## src/rtl/cdc_pkg.sv

```systemverilog
// Shared width helpers for the CDC receiver blocks. No state types live here.
package cdc_pkg;

  // Pointer width for a power-of-two buffer; never narrower than one bit.
  function automatic int unsigned ptr_w(input int unsigned depth);
    return (depth > 1) ? int'($clog2(depth)) : 1;
  endfunction

  // Occupancy width for cdc_2phase_rx_level_t: must hold the value DEPTH itself.
  function automatic int unsigned level_w(input int unsigned depth);
    return ptr_w(depth) + 1;
  endfunction

endpackage : cdc_pkg

```

## src/rtl/cdc_2phase_rx_fifo_if.sv

```systemverilog
// Handshake bundle for cdc_2phase_rx_fifo: remote req/ack/data plus local valid/ready/data.
// level_o exists only when CDC_2PHASE_RX_LEVEL_EN is defined.
interface cdc_2phase_rx_fifo_if
  import cdc_pkg::*;
#(
  parameter int unsigned DATA_WIDTH = 32,
  parameter int unsigned DEPTH      = 4
);

  localparam int unsigned LW = level_w(DEPTH);

  logic                  async_req_i;
  logic [DATA_WIDTH-1:0] async_data_i;
  logic                  async_ack_o;
  logic                  valid_o;
  logic                  ready_i;
  logic [DATA_WIDTH-1:0] data_o;
`ifdef CDC_2PHASE_RX_LEVEL_EN
  logic [LW-1:0]         level_o;
`endif

`ifdef CDC_2PHASE_RX_LEVEL_EN
  // Remote source and local consumer side.
  modport master (
    output async_req_i, async_data_i, ready_i,
    input  async_ack_o, valid_o, data_o, level_o
  );

  // Receiver side.
  modport slave (
    input  async_req_i, async_data_i, ready_i,
    output async_ack_o, valid_o, data_o, level_o
  );
`else
  // Remote source and local consumer side.
  modport master (
    output async_req_i, async_data_i, ready_i,
    input  async_ack_o, valid_o, data_o
  );

  // Receiver side.
  modport slave (
    input  async_req_i, async_data_i, ready_i,
    output async_ack_o, valid_o, data_o
  );
`endif

endinterface : cdc_2phase_rx_fifo_if

```

## src/rtl/cdc_sync_sr.sv

```systemverilog
// Multi-flop synchroniser chain with synchronous active-high reset.
module cdc_sync_sr #(
  parameter int unsigned STAGES = 3,
  parameter int unsigned WIDTH  = 1
) (
  input  logic             clk_i,
  input  logic             rst_i,
  input  logic [WIDTH-1:0] d,
  output logic [WIDTH-1:0] q
);

  logic [WIDTH-1:0] chain [STAGES];

  // Shift the asynchronous input through the flop chain.
  always_ff @(posedge clk_i) begin
    if (rst_i) begin
      for (int i = 0; i < int'(STAGES); i++) chain[i] <= '0;
    end else begin
      chain[0] <= d;
      for (int i = 1; i < int'(STAGES); i++) chain[i] <= chain[i-1];
    end
  end

  assign q = chain[STAGES-1];

endmodule : cdc_sync_sr

```

## src/rtl/cdc_2phase_rx_fifo.sv

```systemverilog
// Destination side of a 2-phase toggle req/ack link with a DEPTH-entry receive FIFO.
// Each new req toggle is captured and acked immediately unless the FIFO is full,
// so the remote source can run ahead of the local consumer.
// Optional macro CDC_2PHASE_RX_LEVEL_EN adds the level_o occupancy output.
module cdc_2phase_rx_fifo
  import cdc_pkg::*;
#(
  parameter int unsigned DATA_WIDTH  = 32,
  parameter int unsigned DEPTH       = 4,
  parameter int unsigned SYNC_STAGES = 3
) (
  input  logic                 clk_i,
  input  logic                 rst_i,
  cdc_2phase_rx_fifo_if.slave  bus
);

  localparam int unsigned PW = ptr_w(DEPTH);
  localparam int unsigned LW = level_w(DEPTH);

  logic                  req_sync;
  logic                  req_seen;
  logic                  ack_q;
  logic [PW-1:0]         wptr;
  logic [PW-1:0]         rptr;
  logic [LW-1:0]         count;
  logic [DATA_WIDTH-1:0] mem [DEPTH];

  logic new_req;
  logic full;
  logic empty;
  logic push;
  logic pop;

  // Bring the remote req toggle into the local domain.
  cdc_sync_sr #(
    .STAGES (SYNC_STAGES),
    .WIDTH  (1)
  ) u_req_sync (
    .clk_i (clk_i),
    .rst_i (rst_i),
    .d     (bus.async_req_i),
    .q     (req_sync)
  );

  // Push/pop qualification; full is taken from registered count so a pop at full cannot admit a push the same edge.
  always_comb begin
    new_req = (req_sync != req_seen);
    full    = (count == LW'(DEPTH));
    empty   = (count == '0);
    push    = new_req && !full;
    pop     = !empty && bus.ready_i;
  end

  // Handshake state, pointers and occupancy.
  always_ff @(posedge clk_i) begin
    if (rst_i) begin
      req_seen <= 1'b0;
      ack_q    <= 1'b0;
      wptr     <= '0;
      rptr     <= '0;
      count    <= '0;
    end else begin
      if (push) begin
        req_seen <= ~req_seen;
        ack_q    <= ~ack_q;
        wptr     <= wptr + PW'(1);
      end
      if (pop) begin
        rptr <= rptr + PW'(1);
      end
      case ({push, pop})
        2'b10:   count <= count + LW'(1);
        2'b01:   count <= count - LW'(1);
        default: count <= count;
      endcase
    end
  end

  // Capture the held remote word; storage is deliberately left out of reset.
  always_ff @(posedge clk_i) begin
    if (push) begin
      mem[wptr] <= bus.async_data_i;
    end
  end

  assign bus.async_ack_o = ack_q;
  assign bus.valid_o     = !empty;
  assign bus.data_o      = empty ? '0 : mem[rptr];
`ifdef CDC_2PHASE_RX_LEVEL_EN
  assign bus.level_o     = count;
`endif

endmodule : cdc_2phase_rx_fifo

```

## src/flat_wrapper.sv

```systemverilog
// flat-port wrapper written by rule: the top's interface ports become plain ports
module cdc_2phase_rx_fifo_flat import cdc_pkg::*;
#(
  parameter int unsigned DATA_WIDTH  = 32,
  parameter int unsigned DEPTH       = 4,
  parameter int unsigned SYNC_STAGES = 3
)
  (clk_i, rst_i, bus_async_req_i, bus_async_data_i, bus_ready_i, bus_async_ack_o, bus_valid_o, bus_data_o);
  cdc_2phase_rx_fifo_if #(.DATA_WIDTH(DATA_WIDTH), .DEPTH(DEPTH)) bus_i ();
  input  logic clk_i;
  input  logic rst_i;
  input wire logic [$bits(bus_i.async_req_i)-1:0] bus_async_req_i;
  input wire logic [$bits(bus_i.async_data_i)-1:0] bus_async_data_i;
  input wire logic [$bits(bus_i.ready_i)-1:0] bus_ready_i;
  output wire logic [$bits(bus_i.async_ack_o)-1:0] bus_async_ack_o;
  output wire logic [$bits(bus_i.valid_o)-1:0] bus_valid_o;
  output wire logic [$bits(bus_i.data_o)-1:0] bus_data_o;
  assign bus_i.async_req_i = bus_async_req_i;
  assign bus_i.async_data_i = bus_async_data_i;
  assign bus_i.ready_i = bus_ready_i;
  assign bus_async_ack_o = bus_i.async_ack_o;
  assign bus_valid_o = bus_i.valid_o;
  assign bus_data_o = bus_i.data_o;
  cdc_2phase_rx_fifo #(.DATA_WIDTH(DATA_WIDTH), .DEPTH(DEPTH), .SYNC_STAGES(SYNC_STAGES)) u_core (.clk_i(clk_i), .rst_i(rst_i), .bus(bus_i));
endmodule
```

## config.mk

```make
export PLATFORM = sky130hd
export DESIGN_NAME = cdc_2phase_rx_fifo_flat
export DESIGN_NICKNAME = d
export VERILOG_FILES = /design/src/rtl/cdc_pkg.sv /design/src/rtl/cdc_2phase_rx_fifo_if.sv /design/src/rtl/cdc_sync_sr.sv /design/src/rtl/cdc_2phase_rx_fifo.sv /design/src/flat_wrapper.sv
export SDC_FILE = /design/constraint.sdc
export NUM_CORES = 1
export LEC_CHECK = 0
export ABC_AREA = 1
export CORE_AREA = 2 2 93 131
export DETAILED_ROUTE_END_ITERATION = 8
export DIE_AREA = 0 0 95 133
export PLACE_DENSITY = 0.74
export SYNTH_ARGS = -nofsm -noshare
export SYNTH_HDL_FRONTEND = slang
export SYNTH_SLANG_ARGS = --single-unit
export TNS_END_PERCENT = 10
```

## constraint.sdc

```tcl
create_clock -name clk_i -period 2.42 [get_ports clk_i]
set_input_delay 0.484 -clock clk_i [delete_from_list [all_inputs] [get_ports clk_i]]
set_output_delay 0.484 -clock clk_i [all_outputs]
set_load 0.005 [all_outputs]
```

==> results, run 1 <==
- The flow ran to the end, but the final reports show violations.
- The final reports fail on negative setup slack.
- For the worst setup path, the data arrival time is ~1.9 ns.
- Buffers placed on the I/O ports in this run total 69.
- The number of max-slew violations in the final report is 0.
- The worst-case IR drop observed on VDD is a little under 0.6 mV.
- In the layout the commonest cells are nor2_1, edfxtp_1, clkdlybuf4s50_1, a21oi_1, o21ai_0.
- The worst hold endpoint is u_core.u_req_sync.chain[0][2]$_SDFF_PP0_.
- The endpoint of the lowest-slack register-to-register path is u_core.count[2]$_SDFFE_PP0P_.
- Setup slack on the worst reg-to-reg path comes out at roughly 0.43 ns.
- The clock network burns 32.1% of the power.
- Internal power comes to between 5000 and 6000 uW.
- The area growth from synthesis to layout is 29.1%.
- The synthesized netlist net count is a little over 500.
- Of the total power, the share spent switching nets is roughly 29%.
- The final layout contains approximately 600 nets.
- For this run, global-route usage on met3 was measured as approximately 5.6%.
- The layout has roughly 860 filler cells.
- The worst hold path startpoint is u_core.u_req_sync.chain[0][1]$_SDFF_PP0_.
- Sequential cells burn between 30% and 40% of the power.
- The initial core utilization is 48.7%.
- Leaving out filler cells and counting taps, the final layout contains approximately 700.
- The placed instance count is 684.
- Global routing consumed, over all layers together, roughly a fifth of the routing resources.
- From left edge to right edge, the die measures around 95 um.
- The clock transition at the registers of the reported paths is approximately 0.05 ns.
- The maximum level of the CTS H-tree is 4.
- In this run, the number of DRC markers left after iteration 0 of detailed routing was roughly 210.
- The storage element area is 0.00413 sq mm.
- Global routing used between 20% and 30% of the available met1 tracks.
- The final count of negative-setup-slack endpoints is 1.
- The overall die area is about 0.013 sq mm.
- The most common library cell in the layout ignoring fill and taps is nor2_1.
- The worst setup path is of the register to output pin kind.
- The number of antenna violations at the first check in global routing is 0.
- The part of the Yosys area used for sequential elements is between 70% and 80%.
- The longest individual stage delay on the worst path is around 0.54 ns.
- The sort of element at the end of the critical path is an output pin.
- For this block, the routed nets add up to between 10000 and 15000 um of wire.
- The power spent charging and discharging nets is between 2000 and 2500 uW.
- The clock tree from TritonCTS is done.
- The hold violation total from the final report is 0.
- The met2 track demand over resource in global routing is a little under two fifths.
- The warning count from the yosys run is 0.
- In this run the static leakage power is 0.00270 uW.
- The largest net degree at the start of global routing is 39.
- The number of global-route vias before repair is slightly below 4000.
- Power spread over the standard cell area amounts to 1100 mW/mm^2.
- The root buffer selected by CTS is clkbuf_16.
- After detailed routing, the average wire length per cell comes to ~17 um.
- In this run the worst path has a maximum fanout of 38.
- The startpoint identified for the worst register-to-register timing path is u_core.count[0]$_SDFFE_PP0P_.
- The worst hold path was traced through 2 stages.
- The first global-routing pass estimated approximately 19000 um of wire.
- The core region is about 0.012 sq mm.
- The repair_antennas step left the layout with diodes totalling 0.
- The global routing stage identified its most utilized layer as met2.
- In the final timing run, aggregate negative setup slack is -0.00301 ns.
- The detail route stage leaves a number of antenna-violating nets equal to 0.
- The combined area of the multi-input logic cells is 0.00131 sq mm.
- The via count normalized by instance count is about 5.3.
- For this run the aggregate overflow at the end of global routing stands at 0.
- The post-route netlist has between 10% and 20% of its cells at a drive strength greater than 1.
- Counting along the longest clock path gives a buffer depth of 2.
- Measured against its own limit, the worst slew margin works out to roughly three quarters.
- The floorplan has 47 rows.
- The worst path uses 100% of the clock period.
- Max-cap violations in this run came to 0.
- The data required time of the critical path is around 1.9 ns.
- The maximum clock skew at final layout is between 0.01 and 0.015 ns.
- Clock latency on the worst-skew pair, taken at its later pin, is just over 0.4 ns.
- CTS saw ~140 sinks.
- STA classifies the critical path startpoint as a register.
- After technology mapping, the gate count stands at approximately 470.
- After legalization and detailed placement, the total HPWL measured between 7000 and 8000 um.
- The cell at the slowest stage of the critical path is clkdlybuf4s50_1.
- Setup repair after global routing could not meet its margin everywhere.
- The die is between 100 and 150 um tall.
- The worst register-to-register path has a depth of 12.
- The synthesized netlist occupies a cell area of around 0.0056 sq mm.
- For this run, design rule violations remaining after detail routing come to 0.
- Counting flops and latches in the post-synthesis netlist gives around 140.
- The count of cell types in the netlist is 17.
- The final estimated routing congestion in global placement is about 0.76.
- The detailed-routing iteration count for the pre-antenna-repair pass is 5.
- Per report_power, the combinational group accounts for a little under a third of the total.
- The utilization after layout is between 60% and 70%.
- Buffers inserted during clock tree synthesis total 17.
- The measured slew at the worst slew-check pin is ~0.38 ns.
- In this run the count of I/O pins placed on the die edge is 70.
- Walking the worst path, the cells encountered are inv_2, buf_12, o21ai_1, a21oi_1, clkdlybuf4s50_1.
- The worst hold path class is register to register.
- The detailed router placed about 3800 vias in this run.
- The smallest clock period supported by the final layout is computed as between 2 and 2.5 ns.
- For this run, the top clock speed supported by timing is ~410 MHz.
- The worst setup slack after layout is -0.00301 ns.
- The average footprint of a synthesized cell is 12.0 sq um.
cell type report:
class	instances	share of cell area [%]
Tap cell	147	2.52
Clock buffer	21	6.04
Sequential cell	142	56.7
Inverter	24	1.24
Multi-Input combinational cell	282	18.0
Clock inverter	10	1.99
Timing Repair Buffer	93	13.5
logic make-up after synthesis:
| group | Yosys count | synth area share [%] |
|---|---|---|
| buffers and inverters | 47 | 4.57 |
| AOI/OAI and AO/OA | 105 | 9.31 |
| adders and majority gates | 6 | 1.46 |
| and+or+nand+nor | 171 | 11.6 |
| DFF | 142 | 73.1 |
registers in the layout, indices dropped and copies added (netlist names), named ones only:
signal	flops
u_core.wptr	2
u_core.u_req_sync.chain	3
u_core.req_seen	1
u_core.mem	128
u_core.count	3
u_core.bus.async_ack_o	1
u_core.rptr	2
per-stage QoR:
step                cell area (sq um)  setup slack, ns  hold WS, ns  total power [uW]
floorplan                        5640           -0.196        0.388              4220
finish                           7290         -0.00301        0.400              8020
CTS                              7240          -0.0648        0.403              8060
global route                     7290           -0.124        0.417              8420
detailed placement               6590            0.207        0.396              5410
global placement                 6590            0.264        0.393              5340
worst max-delay path by stage:
stage	start	to	slack [ns]	depth (start not counted)
finish	register	bus_data_o[24]	-0.003	5
global route	register	bus_data_o[30]	-0.12	5
CTS	register	bus_data_o[29]	-0.06	6
detailed placement	bus_ready_i	u_core.count[2]$_SDFFE_PP0P_	0.21	12
global placement	bus_ready_i	u_core.count[2]$_SDFFE_PP0P_	0.26	12
floorplan	u_core.u_req_sync.chain[0][2]$_SDFF_PP0_	u_core.mem[0][0]$_DFFE_PP_	-0.20	5
critical path: cells and delay by family (launching register included):
kind | cells | cell delay, ns
DFF | 1 | 0.39
buffers and inverters | 3 | 0.85
AOI/OAI and AO/OA | 2 | 0.29
repair_timing:
item / in CTS / in global routing
pin swaps: 3 / 1
gates resized for setup: 20 / 13
buffers inserted: 1 / 2
cloned: 1 / 0
endpoints found under the setup margin: 32 / 24
hold buffers: 0 / 0
cells in the mapped netlist:
library cell,count,area [sq um]
ha_1,5,62.6
o21ai_1,30,150
dfxtp_1,14,280
nor3_1,1,5.00
a21oi_1,39,195
nand3_1,6,30.0
buf_2,5,25.0
nand2_1,16,60.1
clkbuf_1,8,30.0
edfxtp_1,128,3840
nor2_1,147,552
inv_2,1,3.75
o21ai_0,36,180
buf_6,10,113
nand2_2,1,6.26
fa_1,1,20.0
inv_1,23,86.3
power by group through the flow:
stage,Sequential [uW],Clock (uW),Combinational (uW)
6_report,2920,2580,2530
5_1_grt,2930,2720,2780
4_1_cts,2910,2610,2530
3_5_place_dp,2940,0,2460
3_3_place_gp,2930,0,2410
2_1_floorplan,2920,0,1300
per-layer routing:
layer / part of all wire (%) / wire length (um)
met1: 38 / 4600
met2: 56 / 6810
met3: 4.4 / 534
met4: 2.1 / 253
met5: 0 / 0
No activity file was read; power rests on OpenSTA's default activity.
==> run 2: changes to the inputs <==
--- a/config.mk
+++ b/config.mk
@@ -9,7 +9,7 @@
 export CORE_AREA = 2 2 93 131
 export DETAILED_ROUTE_END_ITERATION = 8
 export DIE_AREA = 0 0 95 133
-export PLACE_DENSITY = 0.74
+export PLACE_DENSITY = 0.75
 export SYNTH_ARGS = -nofsm -noshare
 export SYNTH_HDL_FRONTEND = slang
 export SYNTH_SLANG_ARGS = --single-unit
==> run 2 against run 1 <==
The run still ends with negative setup slack left. Clock power rose by 6%. Count of clock-buffer cells in the layout fell by 1. Hold slack improved by 0.0055 ns.
==> results, run 2 (synthesized netlist as in run 1, its figures left out) <==
- Status: complete, but fails checks (unchanged).
- Failing checks: negative setup slack (unchanged).
- The number of remaining DRC errors is 0 (unchanged).
- The number of global-route vias before repair was 3645 (was 3941).
- The data arrival time of the critical path was 1.95 ns (was 1.94 ns).
- The switching part of the total power is 28.6% (was 28.8%).
- The final estimated routing congestion in global placement is 0.812 (was 0.756).
- The number of antenna violations at the first check in global routing was 1 (was 0).
- The sequential cell fraction of total power was 36.2% (was 36.3%).
- The buffer depth of the longest clock path came to 2 (unchanged).
- The share of final-layout standard cells stronger than drive strength 1 was 11.0% (was 10.8%).
- The detailed-routing iteration count for the pre-antenna-repair pass came to 4 (was 5).
- The global-route wire length before repair is 17600 um (was 19400 um).
- The maximum VDD drop is 0.671 mV (was 0.577 mV).
- The worst hold path startpoint is u_core.u_req_sync.chain[0][0]$_SDFF_PP0_ (was u_core.u_req_sync.chain[0][1]$_SDFF_PP0_).
- The accumulated negative setup slack is -0.0264 ns (was -0.00301 ns).
- The utilization after layout is 63.1% (was 62.9%).
- The number of nets at the end of the flow is 594 (was 602).
- The final count of negative-setup-slack endpoints was 2 (was 1).
- The half-perimeter wire length after placement is 6860 um (was 7180 um).
- The worst hold path class is register to register (unchanged).
- The initial core utilization is 48.7% (unchanged).
- Most frequent cells in the layout: nor2_1, edfxtp_1, clkdlybuf4s50_1, o21ai_0, a21oi_1 (was nor2_1, edfxtp_1, clkdlybuf4s50_1, a21oi_1, o21ai_0).
- The final total power is 8070 uW (was 8020 uW).
- The area of the core was 0.0116 sq mm (unchanged).
- The maximum clock skew at final layout is 0.00778 ns (was 0.0122 ns).
- The synthesis-to-layout area growth is 29.6% (was 29.1%).
- The worst slack at placement is 0.166 ns (was 0.207 ns).
- The maximum fanout encountered on the critical timing path came to 32 (was 38).
- The worst-case reg-to-reg path depth is 12 (unchanged).
- The endpoint of the lowest-slack register-to-register path is u_core.count[2]$_SDFFE_PP0P_ (unchanged).
- The number of placement rows was 47 (unchanged).
- The number of nets with antenna violations after routing came to 0 (unchanged).
- The internal power is 5760 uW (was 5710 uW).
- The latest clock arrival within the worst-skew pair is 0.41 ns (about the same).
- The startpoint-to-endpoint class of the critical path is register to output pin (unchanged).
- The most common library cell in the layout ignoring fill and taps is nor2_1 (unchanged).
- The number of buffers added by the clock tree synthesis step was 17 (unchanged).
- The ratio of final minimum period to clock period was 101% (was 100%).
- The sort of element at the end of the critical path is an output pin (unchanged).
- The worst-case hold slack is 0.405 ns (was 0.400 ns).
- The launching point of the worst reg2reg path was u_core.count[0]$_SDFFE_PP0P_ (unchanged).
- The horizontal extent of the die is 95 um (unchanged).
- The clock sink count came to 142 (unchanged).
- The final critical delay including setup and external delays came to 2.43 ns (was 2.42 ns).
- The power per cell area is 1100 mW/mm^2 (about the same).
- The hold violation total from the final report is 0 (unchanged).
- The overall die area is 0.0126 sq mm (unchanged).
- The number of buffers inserted by port buffering came to 69 (unchanged).
- The number of hold-repair buffers added at the cts stage is 0 (unchanged).
- The global-route congestion overflow total was 0 (unchanged).
- The worst max-slew margin expressed relative to the limit came to 73.0% (was 74.7%).
- The number of max-capacitance violations reported came to 0 (unchanged).
- Top flop regs: u_core.mem x128, u_core.count x3, u_core.u_req_sync.chain x3 (unchanged).
- The DRC violation total after the first TritonRoute iteration is 323 (was 207).
- The maximum level of the CTS H-tree was 4 (unchanged).
- The clock network power share is 33.9% (was 32.1%).
- The root buffer selected by CTS is clkbuf_16 (unchanged).
- The aggregate global-route resource usage is 19.0% (was 20.9%).
- The average wire per cell in the routed design was 16.0 um (was 17.0 um).
- The vertical extent of the die was 133 um (unchanged).
- The power spent charging and discharging nets is 2310 uW (about the same).
- The most flop-heavy register is u_core.mem (unchanged).
- The measured slew at the worst slew-check pin is 0.404 ns (was 0.379 ns).
- The detailed-route wire length is 11400 um (was 12200 um).
- The clock transition at the registers of the reported paths is 0.05 ns (about the same).
- The number of max-slew violations in the final report is 0 (unchanged).
- The worst setup slack after layout is -0.0140 ns (was -0.00301 ns).
- The clock tree from TritonCTS was done (unchanged).
- The critical path endpoint is bus_data_o[28] (was bus_data_o[24]).
- The total via count after detailed routing is 3706 (was 3804).
- The number of flip-flops under the largest register name is 128 (unchanged).
- The maximum achievable frequency is 411 MHz (was 413 MHz).
- The setup slack of the most critical reg-to-reg path is 0.44 ns (was 0.43 ns).
- The launching element type of the critical path is a register (unchanged).
- The largest net degree at the start of global routing is 33 (was 39).
- The via count normalized by instance count is 5.20 (was 5.29).
- The I/O pin count is 70 (unchanged).
- The data required time of the critical path is 1.94 ns (about the same).
- Setup repair after global routing missed its margin: true (unchanged).
- The leakage power of the design was 0.00279 uW (was 0.00270 uW).
- The combinational share of power was 30.0% (was 31.6%).
## run 2: cell types whose count changed in the layout (fill, tap and decap cells not counted), moves of 3 or more
cell,change
clkdlybuf4s50_1,-9
dlymetal6s2s_1,+7
clkinv_1,-3
buf_4,-9
## run 2: how the worst min path moves through the flow
stage	cells after the start	slack, ns	to
detailed placement	2	0.40	u_core.u_req_sync.chain[0][1]$_SDFF_PP0_
floorplan	2	0.39	u_core.u_req_sync.chain[0][1]$_SDFF_PP0_
CTS	2	0.41	u_core.u_req_sync.chain[0][1]$_SDFF_PP0_
finish	2	0.41	u_core.u_req_sync.chain[0][1]$_SDFF_PP0_
global placement	2	0.39	u_core.u_req_sync.chain[0][2]$_SDFF_PP0_
global route	2	0.43	u_core.u_req_sync.chain[0][2]$_SDFF_PP0_
## run 2: per-layer routing
layer	share of wire (%)	wire, um	vias up	GRT usage [%]
met5	0	0	-	0
met4	2.2	248	0	10.1
met3	5.3	598	14	5.41
met2	55	6240	110	32.1
met1	38	4300	1784	21.4
li1	-	-	1798	-
## run 2: worst max-delay path, stage by stage (launching register included)
cell	delay (ns)
dfxtp_1	0.30
buf_4	0.25
nor2_1	0.14
o21ai_0	0.13
a21oi_2	0.19
clkdlybuf4s50_1	0.53
## run 2: stage by stage
stage | instances | cell area, sq um
2_1_floorplan | 471 | 5640
3_3_place_gp | 680 | 6560
3_5_place_dp | 680 | 6560
4_1_cts | 712 | 7250
5_1_grt | 713 | 7310
6_report | 713 | 7310
## run 2: power groups by stage
stage / logic, uW / clock network [uW] / registers (uW)
after floorplan: 1300 / 0 / 2920
after global placement: 2380 / 0 / 2930
after detailed placement: 2430 / 0 / 2930
after CTS: 2460 / 2760 / 2900
after global routing: 2670 / 2870 / 2930
final: 2420 / 2730 / 2920
## run 2: area by class of cell
type,count,area [sq um]
Antenna cell,1,2.50
Clock buffer,20,437
Clock inverter,12,193
Fill cell,831,4270
Inverter,24,92.6
Multi-Input combinational cell,282,1320
Sequential cell,142,4130
Tap cell,147,184
Timing Repair Buffer,85,951
## run 2: timing repair
item	4_1_cts	5_1_grt
buffers inserted	0	0
endpoints found under the setup margin	32	22
resized for setup	29	23
pin swaps	3	1
==> RTL change: new RTL, config.mk and constraints of run 1 <==
`DEPTH` is set to 4 in 3 places; all go to 2.
--- a/src/rtl/cdc_2phase_rx_fifo_if.sv
+++ b/src/rtl/cdc_2phase_rx_fifo_if.sv
@@ -5,5 +5,5 @@
 #(
   parameter int unsigned DATA_WIDTH = 32,
-  parameter int unsigned DEPTH      = 4
+  parameter int unsigned DEPTH      = 2
 );
 
--- a/src/rtl/cdc_2phase_rx_fifo.sv
+++ b/src/rtl/cdc_2phase_rx_fifo.sv
@@ -7,5 +7,5 @@
 #(
   parameter int unsigned DATA_WIDTH  = 32,
-  parameter int unsigned DEPTH       = 4,
+  parameter int unsigned DEPTH       = 2,
   parameter int unsigned SYNC_STAGES = 3
 ) (
--- a/src/flat_wrapper.sv
+++ b/src/flat_wrapper.sv
@@ -3,5 +3,5 @@
 #(
   parameter int unsigned DATA_WIDTH  = 32,
-  parameter int unsigned DEPTH       = 4,
+  parameter int unsigned DEPTH       = 2,
   parameter int unsigned SYNC_STAGES = 3
 )
Behaviour: not the same (a bounded check fails within 10 cycles, from zero or initial values and one cycle with rst_i high).
==> RTL change against run 1 <==
Routed wire length down 54%. Final cell count down 36%. Design area down 45%. Die area unchanged. Worst hold slack better by 2.3 ps. Critical endpoint is now bus_data_o[18]. Sequential cell count down 68. Non-clock buffer count down 17. Highest routed layer unchanged. Largest cell class unchanged. Sequential power down 49%. Total power down 60%. Fmax up 7.0%. Setup slack better by 160 ps. Area after synthesis down 49%. Clock power down 56%.
==> RTL change: results (changes against run 1) <==
CTS buffer count = 9 (-8)
reg-to-reg setup timing slack = 790 ps (+360 ps)
comb pwr = 0.600 mW (-76%)
met3 routed WL = 384 um (-28%)
Routed WL = 5650 um (-54%)
total track usage = 9.61% (-11 points)
GR Layer Usage met2 = 16.3% (-21 points)
Multi-input comb cells = 133 (-53%)
number of synthesized flops with an enable pin = 64 (-50%)
# clk buffers = 13 (-38%)
Final Wtd Congestion = 0.655 (-13%)
Syn Area/Cell = 12.3 um^2 (+2.6%)
fillers = 1104 (+29%)
H-tree levels = 3 (-1)
FF/Latch Area = 0.00212 mm^2 (-49%)
internal power contribution = 2.45 mW (-57%)
Synth top cells by count = 76 x nand2_1, 64 x edfxtp_1, 35 x a21oi_1
postcts setup bufs = 0 (-1)
Placed Cells = 445 (-35%)
Setup WS pre-CTS = 418 ps (+211 ps)
synth unique cells = 19 (+2)
met1 WL = 2240 um (-51%)
first-pass GRT wire length = 8940 um (-54%)
HPWL after DPL = 3940 um (-45%)
routed vias/inst = 4.08 (-23%)
Synthesized Nets = 269 (-48%)
Nets = 346 (-43%)
data arrival time of the worst path = 1780 ps (-160 ps)
LEAKAGE = 1.42 nW (-47%)
R2R depth = 5 (-7)
routing usage on met1 = 10.2% (-13 points)
RR Endpoint = u_core.mem[0][4]
GRT met3 Usage = 3.82% (-1.8 points)
Compound-Gate Fraction of Synth Area = 6.58% (-2.7 points)
clk_lat worst skew = 330 ps (-80 ps)
post-CTS sizing = 0 (-100%)
ranking of synthesized cells by area = edfxtp_1 67%, nand2_1 10%, dfxtp_1 7.0%
outcome = finished, final reports clean
hold_sp = u_core.u_req_sync.chain[0][0]
CP Max Fanout = 16 (-58%)
met2 WL post-DR = 2910 um (-57%)
area taken by multi-input logic gates = 607 um^2 (-54%)
final instance area = 0.00399 mm^2 (-45%)
non-clk buf share = 19.0% (+5.5 points)
Post-Synth Adder-Cell Area = 0.439% (-1.0 points)
Starting DRT DRC Count = 61 (-71%)
ClkCell Share = 6.49% (-1.5 points)
Worst Setup EP = bus_data_o[18]
DR pass1 iterations = 4 (-1)
Clk pwr share = 35.4% (+3.3 points)
invs w/o clock = 15 (-38%)
relative slew slack = 74.5% (-0.14 points)
Non-CTS buffers = 76 (-18%)
Finished Layout Cells = 461 (-36%)
setup slack after layout = 156 ps (+159 ps)
largest net degree at the start of global routing = 33 (-15%)
-- RTL change: cell count changes in the layout (fill, tap and decap cells not counted), moves of 7 or more --
cell / run 1 / this run
clkdlybuf4s50_1: 54 / 69
o21ai_1: 31 / 0
edfxtp_1: 128 / 64
dlygate4sd2_1: 8 / 0
dlymetal6s2s_1: 7 / 0
nand2_1: 16 / 76
nor2_1: 142 / 10
o21ai_0: 35 / 1
clkbuf_16: 17 / 9
inv_1: 23 / 13
buf_4: 12 / 5
-- RTL change: worst min path at each step --
stage                                    end  slack (ps)  depth (start not counted)
2_1_floorplan  u_core.u_req_sync.chain[0][1]         390                          2
6_report       u_core.u_req_sync.chain[0][1]         400                          2
4_1_cts        u_core.u_req_sync.chain[0][1]         410                          2
3_5_place_dp   u_core.u_req_sync.chain[0][1]         400                          2
5_1_grt        u_core.u_req_sync.chain[0][1]         430                          2
3_3_place_gp   u_core.u_req_sync.chain[0][1]         400                          2
